--- src/rtl/link_pkg.sv ---
// Shared definitions for the host-link transmit path: framing constants, state encodings and
// the running checksum helper.
package link_pkg;

    localparam logic [7:0]  HDR0      = 8'hAA;
    localparam logic [7:0]  HDR1      = 8'h55;
    localparam int unsigned FRAME_LEN = 44;

    typedef enum logic [2:0] {
        StIdle,
        StSend,
        StWait,
        StFetch,
        StLatch,
        StFinish
    } frame_state_e;

    typedef enum logic [1:0] {
        PcIdle,
        PcSend,
        PcWaitHi,
        PcWaitLo
    } pacer_state_e;

    function automatic logic [7:0] chk_update(input logic [7:0] chk, input logic [7:0] b);
        return chk ^ b;
    endfunction

endpackage

--- src/rtl/tx_byte_pacer.sv ---
// Single-byte handshake with uart_tx: waits for the UART to be free, strobes the byte once,
// then waits for the busy pulse (or a short timeout) and its release before reporting done.
module tx_byte_pacer
    import link_pkg::*;
(
    input  logic       clk,
    input  logic       rst_n,
    input  logic [7:0] byte_in,
    input  logic       byte_valid,
    input  logic       tx_busy,
    output logic       accept,
    output logic       byte_done,
    output logic [7:0] tx_data,
    output logic       tx_send
);

    pacer_state_e state_q, state_d;
    logic [7:0]   data_q;
    logic [1:0]   cnt_q;

    always_ff @(posedge clk) begin
        if (!rst_n) begin
            state_q <= PcIdle;
            data_q  <= 8'h00;
            cnt_q   <= 2'd0;
        end else begin
            state_q <= state_d;
            // tx_data only moves while the UART is idle and no strobe is pending
            if (accept) data_q <= byte_in;
            if (state_q == PcSend) cnt_q <= 2'd0;
            else if (state_q == PcWaitHi) cnt_q <= cnt_q + 2'd1;
        end
    end

    always_comb begin
        state_d   = state_q;
        accept    = 1'b0;
        byte_done = 1'b0;
        case (state_q)
            PcIdle: begin
                accept = byte_valid && !tx_busy;
                if (accept) state_d = PcSend;
            end
            PcSend: state_d = PcWaitHi;
            PcWaitHi: begin
                // a UART that never raises busy must not stall the frame
                if (tx_busy || cnt_q == 2'd3) state_d = PcWaitLo;
            end
            PcWaitLo: begin
                if (!tx_busy) begin
                    byte_done = 1'b1;
                    state_d   = PcIdle;
                end
            end
            default: state_d = PcIdle;
        endcase
    end

    assign tx_data = data_q;
    assign tx_send = (state_q == PcSend);

endmodule

--- src/rtl/score_packet_tx.sv ---
// Frame sequencer: header, digit, all class scores LSB first, then an XOR checksum over the
// digit and score bytes, paced one byte at a time through tx_byte_pacer.
module score_packet_tx #(
    parameter int unsigned NUM_CLASSES = 10,
    parameter int unsigned SCORE_W     = 32,
    parameter logic [7:0]  HDR0        = link_pkg::HDR0,
    parameter logic [7:0]  HDR1        = link_pkg::HDR1
) (
    input  logic               clk,
    input  logic               rst_n,
    input  logic               start,
    input  logic [3:0]         digit,
    output logic [3:0]         score_addr,
    input  logic [SCORE_W-1:0] score_data,
    output logic [7:0]         tx_data,
    output logic               tx_send,
    input  logic               tx_busy,
    output logic               busy,
    output logic               done
);
    import link_pkg::*;

    localparam int unsigned  BYTES   = SCORE_W / 8;
    localparam int unsigned  SBW     = (BYTES > 1) ? $clog2(BYTES) : 1;
    localparam logic [SBW-1:0] SB_LAST = SBW'(BYTES - 1);
    localparam logic [3:0]   NC      = 4'(NUM_CLASSES);

    frame_state_e       state_q, state_d;
    logic [3:0]         digit_q;
    logic [7:0]         chk_q;
    logic [1:0]         idx_q;        // 0 HDR0, 1 HDR1, 2 digit, 3 score/checksum phase
    logic               chk_phase_q;
    logic [SBW-1:0]     sb_q;
    logic [3:0]         class_q;
    logic [3:0]         addr_q;
    logic [SCORE_W-1:0] shreg_q;

    logic [7:0] cur_byte;
    logic       accept, byte_done, byte_valid;
    logic       last_score_byte, need_fetch, score_more, to_chk;

    always_comb begin
        cur_byte = shreg_q[7:0];
        case (idx_q)
            2'd0:    cur_byte = HDR0;
            2'd1:    cur_byte = HDR1;
            2'd2:    cur_byte = {4'h0, digit_q};
            default: cur_byte = chk_phase_q ? chk_q : shreg_q[7:0];
        endcase
    end

    assign last_score_byte = (idx_q == 2'd3) && !chk_phase_q && (sb_q == SB_LAST);
    assign score_more      = (idx_q == 2'd3) && !chk_phase_q && (sb_q != SB_LAST);
    assign need_fetch      = (idx_q == 2'd2) || (last_score_byte && class_q < NC);
    assign to_chk          = last_score_byte && !(class_q < NC);

    always_ff @(posedge clk) begin
        if (!rst_n) begin
            state_q     <= StIdle;
            digit_q     <= 4'h0;
            chk_q       <= 8'h00;
            idx_q       <= 2'd0;
            chk_phase_q <= 1'b0;
            sb_q        <= '0;
            class_q     <= 4'h0;
            addr_q      <= 4'h0;
            shreg_q     <= '0;
        end else begin
            state_q <= state_d;
            case (state_q)
                StIdle: if (start) begin
                    digit_q     <= digit;
                    chk_q       <= 8'h00;
                    idx_q       <= 2'd0;
                    chk_phase_q <= 1'b0;
                    class_q     <= 4'h0;
                end
                StSend: if (accept && idx_q >= 2'd2 && !chk_phase_q) begin
                    chk_q <= chk_update(chk_q, cur_byte);
                end
                StWait: if (byte_done) begin
                    if (idx_q != 2'd3) idx_q <= idx_q + 2'd1;
                    if (score_more) begin
                        sb_q    <= sb_q + 1'b1;
                        shreg_q <= shreg_q >> 8;
                    end
                    if (to_chk) chk_phase_q <= 1'b1;
                    // address is presented for the whole FETCH cycle; data lands in LATCH
                    if (need_fetch && !chk_phase_q) addr_q <= class_q;
                end
                StLatch: begin
                    shreg_q <= score_data;
                    class_q <= class_q + 4'h1;
                    sb_q    <= '0;
                end
                default: ;
            endcase
        end
    end

    always_comb begin
        state_d = state_q;
        case (state_q)
            StIdle:   if (start) state_d = StSend;
            StSend:   if (accept) state_d = StWait;
            StWait: begin
                if (byte_done) begin
                    if (chk_phase_q)     state_d = StFinish;
                    else if (need_fetch) state_d = StFetch;
                    else                 state_d = StSend;
                end
            end
            StFetch:  state_d = StLatch;
            StLatch:  state_d = StSend;
            StFinish: state_d = StIdle;
            default:  state_d = StIdle;
        endcase
    end

    assign byte_valid = (state_q == StSend);
    assign busy       = (state_q != StIdle) && (state_q != StFinish);
    assign done       = (state_q == StFinish);
    assign score_addr = addr_q;

    tx_byte_pacer u_pacer (
        .clk        (clk),
        .rst_n      (rst_n),
        .byte_in    (cur_byte),
        .byte_valid (byte_valid),
        .tx_busy    (tx_busy),
        .accept     (accept),
        .byte_done  (byte_done),
        .tx_data    (tx_data),
        .tx_send    (tx_send)
    );

endmodule

--- config.mk ---
export PLATFORM = sky130hd
export DESIGN_NAME = score_packet_tx
export DESIGN_NICKNAME = d
export VERILOG_FILES = /design/src/rtl/link_pkg.sv /design/src/rtl/tx_byte_pacer.sv /design/src/rtl/score_packet_tx.sv
export SDC_FILE = /design/constraint.sdc
export NUM_CORES = 1
export LEC_CHECK = 0
export ABC_AREA = 1
export ABC_CLOCK_PERIOD_IN_PS = 3900
export CORE_MARGIN = 1.5
export CORE_UTILIZATION = 55
export CTS_BUF_LIST = sky130_fd_sc_hd__clkbuf_8 sky130_fd_sc_hd__clkbuf_16
export DETAILED_ROUTE_END_ITERATION = 10
export PLACE_DENSITY = 0.9
export SLEW_MARGIN = 20
export SYNTH_ARGS = -nofsm -noshare
export SYNTH_HDL_FRONTEND = slang
export SYNTH_HIERARCHICAL = 1
export SYNTH_SLANG_ARGS = --single-unit
--- constraint.sdc ---
create_clock -name clk -period 3.9 [get_ports clk]
set_input_delay 0.39 -clock clk [delete_from_list [all_inputs] [get_ports clk]]
set_output_delay 0.39 -clock clk [all_outputs]
set_load 0.03 [all_outputs]
==> key figures, run 1 <==
Logic synthesis
  • Top cell type's share of synthesized area: 39.2%
  • Synth warnings: 6
  • Synth Area in Compound Gates: 10.6%
  • Cell taking the most area after synthesis: dfxtp_1
  • Adder-cell area share of the yosys netlist: 4.42%
  • Unique masters post-synth: 28
  • Ys flop type: dfxtp_1
  • Synth Instances: 564
  • Ys async rst share: 0%
  • Simple-gate portion of the synthesized area: 36.7%
  • Top post-synthesis cells by area: dfxtp_1 (39%), nand2_1 (21%), a21oi_1 (8.0%), nand3_1 (6.1%), nor2_1 (5.5%)
  • Flops & latches, synth: 72
  • Mean Syn Cell Area: 6.52 sq um
  • Mux contribution to synthesized area: 0%
  • Mapped Nets: ~600
  • Largest family of logic cells by synthesized area: simple AND/OR/NAND/NOR gates
  • EDFF count, synth: 0
  • Register area share after synthesis: between 30% and 40%
  • Xor and xnor area share after synthesis: less than 1%
  • Mapped Area: about 0.0037 sq mm

Global route
  • Vias in the first global route: ~3300
  • First-pass GRT wire length: 13800 microns
  • GRT overflow: 0
  • Largest net degree at the start of global routing: 39
  • Gr usage total: approximately 23%
  • Initial antenna violation count: 0

Clock network
  • H-tree Lvls: 3
  • Post_cts resized: 0
  • CTS Buf Count: 9
  • Clock Path Buffers: 2
  • Clock root buffer: clkbuf_8
  • Setup Buffers After CTS: 0
  • Clk pin slew, worst setup/hold paths: approximately 0.07 ns
  • CTS tree: done
  • Sink Count: between 70 and 80
  • Hold-fix buffers, CTS: 0
  • Worst-skew pair later-pin latency: approximately 0.35 ns

STA
  • Layout Skew: roughly 0.0086 ns
  • Slew Limit Fails: 0
  • Fmax: slightly above 400 MHz
  • Hold_ws: about 0.46 ns
  • RSZ-0062 raised after global routing: no
  • Final hold violation count: 0
  • Worst-Margin Slew: 1.02 ns
  • Finish-stage setup viols: 0
  • Final worst path period share: a little under two thirds
  • Worst-case headroom to the max-slew limit: a little under a third
  • Setup TNS: 0 ns
  • Post-layout min period: ~2.5 ns

Floorplan
  • I/O pin total: between 50 and 60
  • Die Height: around 85 microns
  • Die footprint: 0.00718 sq mm
  • Die width: about 85 microns
  • FP Rows: 29
  • Initial Util: between 50% and 60%
  • Core area: approximately 0.0064 sq mm

Outcome
  • Status: finished, final reports clean

Detailed routing
  • Via count: approximately 3600
  • # DRC: 0
  • Routed len/inst: ~12 microns
  • Post-DRT Antenna Nets: 0
  • TritonRoute pass-1 iters: 5
  • Initial drt markers: 197
  • DR vias/cell: 5.25
  • Total wire length: just over 8000 microns

Finish
  • ANT cells: 0
  • Final nets: between 600 and 700
  • Fraction of layout cells with a size suffix above 1: approximately 5.7%
  • Fillers: ~550
  • Multi-input gate area: between 0.0015 and 0.002 sq mm
  • Area grow syn2layout: 20.5%
  • Seq. cell area: 0.00144 sq mm

Critical path
  • Critical path launch point type: flop
  • CP required: about 4.2 ns
  • Arrival time at the worst endpoint: between 2 and 3 ns
  • Max FO, Critical Path: 33
  • WS Path Type: reg2reg
  • CP Capture Type: flop

Power
  • Lkg Pwr: 1.82 nW
  • Worst IR Drop VDD: between 0.4 and 0.5 mV
  • Power per cell area: ~500 mW/mm^2

Placement
  • DP Wirelength: 5560 microns
  • Port Buffer Count: between 50 and 60
  • GPL Wtd Cong: just under 0.9

Worst hold path
  • Class of the most critical hold timing path: reg2reg

Flow run
  • Max-Cap Viols: 0
-- registers in the layout, indices dropped and copies added (netlist names) --
| register | cells |
|---|---|
| chk_phase_q | 1 |
| chk_q | 8 |
| class_q | 4 |
| digit_q | 4 |
| idx_q | 2 |
| sb_q | 2 |
| score_addr | 4 |
| shreg_q | 32 |
| state_q | 3 |
| u_pacer/cnt_q | 2 |
| u_pacer/state_q | 2 |
| u_pacer/tx_data | 8 |
-- critical path, stage by stage, from the launching register on --
cell and delay, ns:
dfxtp_1 0.66, inv_1 0.28, nand2_1 0.15, nor2_1 0.06, nand2_1 0.07, nand2_2 0.28, nand2_2 0.58, nand2_1 0.12
a21oi_1 0.16
-- metrics by stage --
step	instance area, sq um	instances	util [%]	total power, W	setup slack [ns]
2_1_floorplan	3680	564	-	0.00144	2.13
3_3_place_gp	4220	676	66.0	0.00161	1.24
3_5_place_dp	4220	676	66.0	0.00164	1.17
4_1_cts	4430	692	69.3	0.00227	1.46
5_1_grt	4430	692	69.3	0.00241	1.13
6_report	4430	692	69.3	0.00227	1.43
-- Yosys cell counts (2+ instances only) --
| master | number |
|---|---|
| buf_4 | 6 |
| nor2_2 | 2 |
| nor2_1 | 54 |
| nand2_1 | 207 |
| clkbuf_1 | 9 |
| nand4_1 | 5 |
| nand2_2 | 5 |
| inv_2 | 6 |
| nand3_1 | 45 |
| a21oi_1 | 59 |
| inv_1 | 51 |
| o21ai_0 | 12 |
| dfxtp_1 | 72 |
| ha_1 | 13 |
| buf_2 | 5 |
-- per-layer routing --
| metal | vias to the layer above | global-route usage, % | share of wire [%] |
|---|---|---|---|
| met5 | - | 0 | 0 |
| met4 | 0 | 9.38 | 1.5 |
| met3 | 13 | 5.51 | 5.5 |
| met2 | 117 | 39.5 | 48 |
| met1 | 1636 | 28.3 | 45 |
| li1 | 1870 | - | - |
-- logic make-up (layout without fill, tap and decap cells) --
family                     Yosys count  count (layout)
buffers and inverters               78             129
AOI/OAI and AO/OA                   75              75
DFF                                 72              72
xor gates and xnor gates             1               1
adders and majority gates           13              13
and+or+nand+nor                    325             325
-- cell usage in the layout, fill, tap and decap left out, types with 2 or more instances in the layout --
master | synthesis | layout
nor2_1 | 54 | 54
clkdlybuf4s50_1 | 0 | 54
o21ai_0 | 12 | 12
inv_2 | 6 | 6
a21oi_1 | 59 | 59
dfxtp_1 | 72 | 72
nand2_2 | 5 | 5
bufinv_16 | 0 | 2
ha_1 | 13 | 13
nor2_2 | 2 | 2
clkbuf_8 | 0 | 9
nand4_1 | 5 | 5
clkinv_2 | 0 | 3
inv_1 | 51 | 51
nand3_1 | 45 | 45
nand2_1 | 207 | 207
-- power by group --
part           internal (W)  switching [W]
clock              0.000356       0.000288
sequential         0.000807      0.0000595
combinational      0.000262       0.000502
-- worst paths after layout --
kind	endpoint	slack [ns]	cells after the start	startpoint
worst min register to register	shreg_q[2]$_SDFFE_PN0P_	0.46	2	shreg_q[2]$_SDFFE_PN0P_
worst min-delay path	shreg_q[2]$_SDFFE_PN0P_	0.46	2	shreg_q[2]$_SDFFE_PN0P_
worst max register to register	sb_q[1]$_SDFFE_PN0P_	1.43	8	chk_phase_q$_SDFFE_PN0P_
worst max-delay path	sb_q[1]$_SDFFE_PN0P_	1.43	8	chk_phase_q$_SDFFE_PN0P_
-- area by class of cell --
| cell class | count | share of cell area, % |
|---|---|---|
| multi-input cells | 414 | 43.1 |
| flip-flops and latches | 72 | 32.6 |
| repair buffers | 55 | 12.4 |
| inverters | 58 | 5.03 |
| clock buffers | 9 | 2.80 |
| well taps | 77 | 2.18 |
| clock inverters | 7 | 1.98 |
Power figures use the tool's default switching activity.
==> inputs of run 2 (changes only) <==
- ABC_CLOCK_PERIOD_IN_PS: 3900 -> 2100
- CORE_UTILIZATION: 55 -> 49
- PLACE_DENSITY: 0.9 -> 0.85
- clock period: 3.9 -> 2.1 ns (I/O delays scaled with it)
==> run 2 against run 1 <==
Net effect:
- clock skew is essentially flat
- worst hold slack worse by 0.054 ns
- utilization is 6.8 points lower
- die area increased by 12%
- sequential share of layout area fell by 0.75 points
- critical path type is now reg2out
==> key figures, run 2 (synthesized netlist as in run 1, its figures left out) <==
Finish
  • Most frequent cells in the layout: nand2_1 (207), dfxtp_1 (72), a21oi_1 (59) (unchanged)
  • ANT cells: 0 (unchanged)
  • Area grow syn2layout: 23.3% (was 20.5%)
  • Largest register by flop count: shreg_q (unchanged)
  • Commonest non-fill, non-tap cell in the layout: nand2_1 (unchanged)
  • Max reg flops: 32 (unchanged)
  • Seq. cell area: 0.00144 sq mm (unchanged)
  • Multi-input gate area: 0.00191 sq mm (about the same)
  • Fillers: 664 (was 547)
  • Final nets: 675 (was 663)
  • Layout Utilization: 62.5% (was 69.3%)
  • Fraction of layout cells with a size suffix above 1: 7.81% (was 5.69%)

Floorplan
  • Core area: 0.00725 sq mm (was 0.00639 sq mm)
  • Initial Util: 50.7% (was 57.6%)
  • FP Rows: 31 (was 29)
  • Die width: 89.6 microns (was 84.8 microns)
  • Die Height: 89.6 microns (was 84.8 microns)
  • I/O pin total: 55 (unchanged)
  • Die footprint: 0.00803 sq mm (was 0.00718 sq mm)

Outcome
  • Status: finished, final reports clean (unchanged)

Critical path
  • CP Capture Type: output port (was flop)
  • Critical Path Sink: done (was sb_q[1]$_SDFFE_PN0P_)
  • Setup crit start: state_q[2]$_SDFFE_PN0P_ (was chk_phase_q$_SDFFE_PN0P_)
  • CP required: 1.89 ns (was 4.15 ns)
  • Critical path launch point type: flop (unchanged)
  • RR Startpoint: state_q[0]$_SDFFE_PN0P_ (was chk_phase_q$_SDFFE_PN0P_)
  • Arrival time at the worst endpoint: 1.77 ns (was 2.72 ns)
  • FF-to-FF path depth: 11 (was 8)
  • R2R Setup Slk: 0.26 ns (was 1.43 ns)
  • FF-to-FF End: chk_q[3]$_SDFFE_PN0P_ (was sb_q[1]$_SDFFE_PN0P_)
  • Max FO, Critical Path: 5 (was 33)
  • WS Path Type: reg2out (was reg2reg)

Detailed routing
  • Total wire length: 8340 microns (was 8040 microns)
  • Initial drt markers: 197 (unchanged)
  • Post-DRT Antenna Nets: 0 (unchanged)
  • Via count: 3649 (was 3636)
  • Routed len/inst: 11.5 microns (was 11.6 microns)
  • # DRC: 0 (unchanged)
  • DR vias/cell: 5.03 (was 5.25)
  • TritonRoute pass-1 iters: 6 (was 5)

Clock network
  • CTS tree: done (unchanged)
  • CTS Buf Count: 9 (unchanged)
  • H-tree Lvls: 3 (unchanged)
  • Clk pin slew, worst setup/hold paths: 0.08 ns (was 0.07 ns)
  • Clock root buffer: clkbuf_8 (unchanged)
  • Setup Buffers After CTS: 0 (unchanged)
  • Worst-skew pair later-pin latency: 0.35 ns (about the same)
  • Sink Count: 72 (unchanged)
  • Clock Path Buffers: 2 (unchanged)

Global route
  • Gr usage total: 21.9% (was 23.2%)
  • GRT overflow: 0 (unchanged)
  • First-pass GRT wire length: 13700 microns (was 13800 microns)
  • Vias in the first global route: 3183 (was 3349)
  • Initial antenna violation count: 0 (unchanged)
  • Largest net degree at the start of global routing: 37 (was 39)

STA
  • Layout Skew: 0.00903 ns (was 0.00860 ns)
  • RSZ-0062 raised after global routing: no (unchanged)
  • Final worst path period share: between 90% and 100%
  • Worst-case headroom to the max-slew limit: 66.1% (was 31.8%)
  • Post-layout min period: just under 2 ns
  • Worst-Margin Slew: 0.507 ns (was 1.02 ns)
  • Fmax: approximately 500 MHz
  • Finish-stage setup viols: 0 (unchanged)
  • Setup TNS: 0 ns (unchanged)
  • Final hold violation count: 0 (unchanged)
  • Slew Limit Fails: 0 (unchanged)

Placement
  • Port Buffer Count: 54 (unchanged)
  • GPL Wtd Cong: 0.866 (was 0.877)
  • DP Wirelength: 5940 microns (was 5560 microns)

Flow run
  • Max-Cap Viols: 0 (unchanged)

Worst hold path
  • Class of the most critical hold timing path: in2reg (was reg2reg)

Power
  • Lkg Pwr: 1.88 nW (was 1.82 nW)
  • Worst IR Drop VDD: 0.431 mV (was 0.441 mV)
  • Power per cell area: 907 mW/mm^2 (was 514 mW/mm^2)
[run 2: repair_timing]
action,4_1_cts,5_1_grt
resized for setup,0,2
hold buffers,0,0
setup endpoints to repair,0,3
hold endpoints to repair,0,0
[run 2: layout make-up]
cell class,count,share of cell area (%)
multi-input combinational,414,42.1
sequential,72,31.8
timing repair buffer,67,14.4
inverter,58,4.91
clock buffer,10,3.04
tap,99,2.73
clock inverter,6,0.966
[run 2: per-layer routing]
metal	track usage, %	share of wire (%)	wire length, microns	vias up
li1	-	-	-	1892
met1	25.7	42	3540	1633
met2	38.9	50	4180	115
met3	6.12	6.3	529	9
met4	6.71	1.1	94	0
met5	0	0	0	-
[run 2: worst max-delay path, cell delays in order, from the launching register on]
cell             delay (ns)
dfxtp_1                0.47
inv_2                  0.11
nor2_1                 0.15
clkdlybuf4s50_1        0.70
[run 2: power breakdown]
| part | internal, W | switching [W] |
|---|---|---|
| combinational | 0.000532 | 0.000970 |
| sequential | 0.00150 | 0.000115 |
| clock | 0.000464 | 0.000532 |
[run 2: how the worst min path moves through the flow]
stage | start | endpoint | slack [ns] | cells after the start
floorplan | rst_n | u_pacer/state_q[1]$_SDFFE_PN0P_ | 0.33 | 2
global placement | chk_q[5]$_SDFFE_PN0P_ | chk_q[5]$_SDFFE_PN0P_ | 0.44 | 2
detailed placement | shreg_q[22]$_SDFFE_PN0P_ | shreg_q[22]$_SDFFE_PN0P_ | 0.45 | 2
CTS | score_data[26] | shreg_q[26]$_SDFFE_PN0P_ | 0.39 | 3
global route | score_data[28] | shreg_q[28]$_SDFFE_PN0P_ | 0.40 | 3
finish | score_data[26] | shreg_q[26]$_SDFFE_PN0P_ | 0.41 | 3
[run 2: metrics by stage]
step	instance area (sq um)	instances	setup WS, ns	hold slack, ns	total power (W)
global route	4530	726	0.0349	0.403	0.00439
finish	4530	726	0.117	0.407	0.00411
CTS	4530	726	0.0165	0.393	0.00413
detailed placement	4350	710	0.226	0.453	0.00312
global placement	4350	710	0.321	0.444	0.00306
floorplan	3680	564	0.335	0.331	0.00268
==> inputs of run 3 (changes only) <==
- SYNTH_HIERARCHICAL: 1 -> not set
==> run 3 against run 2 <==
Net effect:
- combinational power grew 6%
- power rose by 9.5%
- worst hold slack worse by 0.0043 ns
- largest cell class unchanged
- via count shrank 3.4%
==> key figures, run 3 <==
Worst hold path
  • Class of the most critical hold timing path: in2reg (unchanged)

Logic synthesis
  • Mean Syn Cell Area: 6.83 sq um (was 6.52 sq um)
  • EDFF count, synth: 0 (unchanged)
  • Unique masters post-synth: 36 (was 28)
  • Mapped Area: 0.00372 sq mm (was 0.00368 sq mm)
  • Most frequent cell after synthesis: nand2_1 (unchanged)
  • Commonest cells post-synth: nand2_1 (189), nor2_1 (73), dfxtp_1 (72) (was nand2_1 (207), dfxtp_1 (72), a21oi_1 (59))
  • Ys async rst share: 0% (unchanged)
  • Top cell type's share of synthesized area: 38.7% (was 39.2%)
  • Synth warnings: 0 (was 6)
  • Synth Instances: 545 (was 564)
  • Mapped Nets: 597 (was 617)
  • Flops & latches, synth: 72 (unchanged)
  • Register area share after synthesis: 38.7% (was 39.2%)
  • Top post-synthesis cells by area: dfxtp_1 (39%), nand2_1 (19%), nor2_1 (7.4%), a21oi_1 (5.6%), ha_1 (4.0%) (was dfxtp_1 (39%), nand2_1 (21%), a21oi_1 (8.0%), nand3_1 (6.1%), nor2_1 (5.5%))
  • Ys flop type: dfxtp_1 (unchanged)
  • Cell taking the most area after synthesis: dfxtp_1 (unchanged)

Power
  • Lkg Pwr: 1.84 nW (was 1.88 nW)
  • Post-layout power: 0.00450 W (was 0.00411 W)
  • Worst IR Drop VDD: 0.470 mV (was 0.431 mV)
  • Power per cell area: 1010 mW/mm^2 (was 907 mW/mm^2)

Flow run
  • Max-Cap Viols: 0 (unchanged)

STA
  • Fmax: 509 MHz (was 504 MHz)
  • Finish-stage setup viols: 0 (unchanged)
  • Hold_ws: 0.403 ns (was 0.407 ns)
  • RSZ-0062 raised after global routing: no (unchanged)
  • Layout Skew: 0.00967 ns (was 0.00903 ns)
  • Final hold violation count: 0 (unchanged)
  • Post-layout min period: 1.96 ns (was 1.98 ns)
  • Worst-Margin Slew: 0.458 ns (was 0.507 ns)
  • Worst-case headroom to the max-slew limit: 69.4% (was 66.1%)
  • Setup TNS: 0 ns (unchanged)
  • Slew Limit Fails: 0 (unchanged)
  • Final worst path period share: 93.5% (was 94.4%)

Global route
  • Initial antenna violation count: 0 (unchanged)
  • Vias in the first global route: 3449 (was 3183)
  • First-pass GRT wire length: 14600 microns (was 13700 microns)
  • Largest net degree at the start of global routing: 45 (was 37)
  • Gr usage total: 22.0% (was 21.9%)
  • GRT overflow: 0 (unchanged)

Detailed routing
  • Via count: 3526 (was 3649)
  • Post-DRT Antenna Nets: 0 (unchanged)
  • # DRC: 0 (unchanged)
  • Routed len/inst: 12.0 microns (was 11.5 microns)
  • Initial drt markers: 212 (was 197)
  • TritonRoute pass-1 iters: 5 (was 6)
  • Total wire length: 8390 microns (was 8340 microns)
  • DR vias/cell: 5.05 (was 5.03)

Floorplan
  • Die footprint: 0.00813 sq mm (was 0.00803 sq mm)
  • Core area: 0.00729 sq mm (was 0.00725 sq mm)
  • Initial Util: 51.1% (was 50.7%)
  • Die width: 90.2 microns (was 89.6 microns)
  • Die Height: 90.2 microns (was 89.6 microns)
  • I/O pin total: 55 (unchanged)
  • FP Rows: 31 (unchanged)

Clock network
  • Sink Count: 72 (unchanged)
  • Clock root buffer: clkbuf_8 (unchanged)
  • Clock Path Buffers: 2 (unchanged)
  • Worst-skew pair later-pin latency: 0.36 ns (was 0.35 ns)
  • Setup Buffers After CTS: 0 (unchanged)
  • Hold-fix buffers, CTS: 0 (unchanged)
  • CTS Buf Count: 9 (unchanged)
  • Post_cts resized: 1 (was 0)
  • Clk pin slew, worst setup/hold paths: 0.08 ns (about the same)
  • CTS tree: done (unchanged)
  • H-tree Lvls: 3 (unchanged)

Placement
  • GPL Wtd Cong: 0.892 (was 0.866)
  • Inst Count DP: 682 (was 710)
  • Port Buffer Count: 54 (unchanged)
  • DP Area: 0.00426 sq mm (was 0.00435 sq mm)
  • DP Wirelength: 5890 microns (was 5940 microns)

Outcome
  • Status: finished, final reports clean (unchanged)

Finish
  • ANT cells: 0 (unchanged)
  • Area grow syn2layout: 20.3% (was 23.3%)
  • Fraction of layout cells with a size suffix above 1: 7.85% (was 7.81%)
  • Most frequent cells in the layout: nand2_1 (189), nor2_1 (73), dfxtp_1 (72) (was nand2_1 (207), dfxtp_1 (72), a21oi_1 (59))
  • Largest register by flop count: shreg_q (unchanged)
  • Design area: 0.00448 sq mm (was 0.00453 sq mm)
  • Fin cells: 698 (was 726)
  • Commonest non-fill, non-tap cell in the layout: nand2_1 (unchanged)
  • Max reg flops: 32 (unchanged)
  • Final nets: 646 (was 675)

Critical path
  • R2R Setup Slk: 0.36 ns (was 0.26 ns)
  • Max FO, Critical Path: 4 (was 5)
  • Critical path launch point type: flop (unchanged)
  • CP Capture Type: output port (unchanged)
  • CP required: 1.89 ns (about the same)
  • Arrival time at the worst endpoint: 1.75 ns (was 1.77 ns)
  • WS Path Type: reg2out (unchanged)
[run 3: changes by cell type after synthesis, sizes merged, moves of 16 or more]
cell,delta
a21oi,-16
nand3,-24
inv,-19
nor2,+21
nand2,-17
o21ai,+28
[run 3: worst paths after layout]
path / startpoint / end / cells past startpoint
max: state_q[1]$_SDFFE_PN0P_ / done / 4
min: score_data[30] / shreg_q[30]$_SDFFE_PN0P_ / 3
min reg2reg: shreg_q[26]$_SDFFE_PN0P_ / shreg_q[26]$_SDFFE_PN0P_ / 2
max reg2reg: idx_q[1]$_SDFFE_PN0P_ / shreg_q[5]$_SDFFE_PN0P_ / 7
[run 3: power by group]
group | switching, W | leakage, nW | internal [W] | total, W
Clock | 0.000547 | 0.115 | 0.000670 | 0.00122
Combinational | 0.00101 | 1.14 | 0.000585 | 0.00159
Sequential | 0.000145 | 0.583 | 0.00155 | 0.00169
[run 3: layout make-up]
| type | instances | area, sq um |
|---|---|---|
| Clock buffer | 9 | 124 |
| Clock inverter | 7 | 95.1 |
| Fill cell | 688 | 2810 |
| Inverter | 40 | 163 |
| Multi-Input combinational cell | 411 | 1950 |
| Sequential cell | 72 | 1440 |
| Tap cell | 99 | 124 |
| Timing Repair Buffer | 60 | 584 |
[run 3: per-stage QoR]
stage | util [%] | worst slack [ns]
6_report | 61.4 | 0.136
5_1_grt | 61.4 | 0.00154
4_1_cts | 61.4 | 0.124
3_5_place_dp | 58.5 | 0.363
3_3_place_gp | 58.5 | 0.410
2_1_floorplan | - | 0.645
[run 3: cell families after synthesis]
kind of cell,Yosys count,share of synthesized area (%)
AO/OA/AOI/OAI,86,12.2
flip-flops,72,38.7
XOR/XNOR,1,0.235
adder cells (fa/ha/maj),12,4.03
buffers and inverters,62,8.97
AND/OR/NAND/NOR,312,35.8
[run 3: layer usage]
layer	up-vias	GRT usage (%)	wire (microns)
met5	-	0	0
met4	0	13.1	271
met3	23	4.23	385
met2	95	38.6	4080
met1	1587	24.4	3650
li1	1821	-	-
[run 3: worst max-delay path, cell delays in order (launching register included)]
cell	delay [ns]
dfxtp_1	0.39
inv_1	0.14
nand2_1	0.06
nor2_1	0.12
clkdlybuf4s50_1	0.70
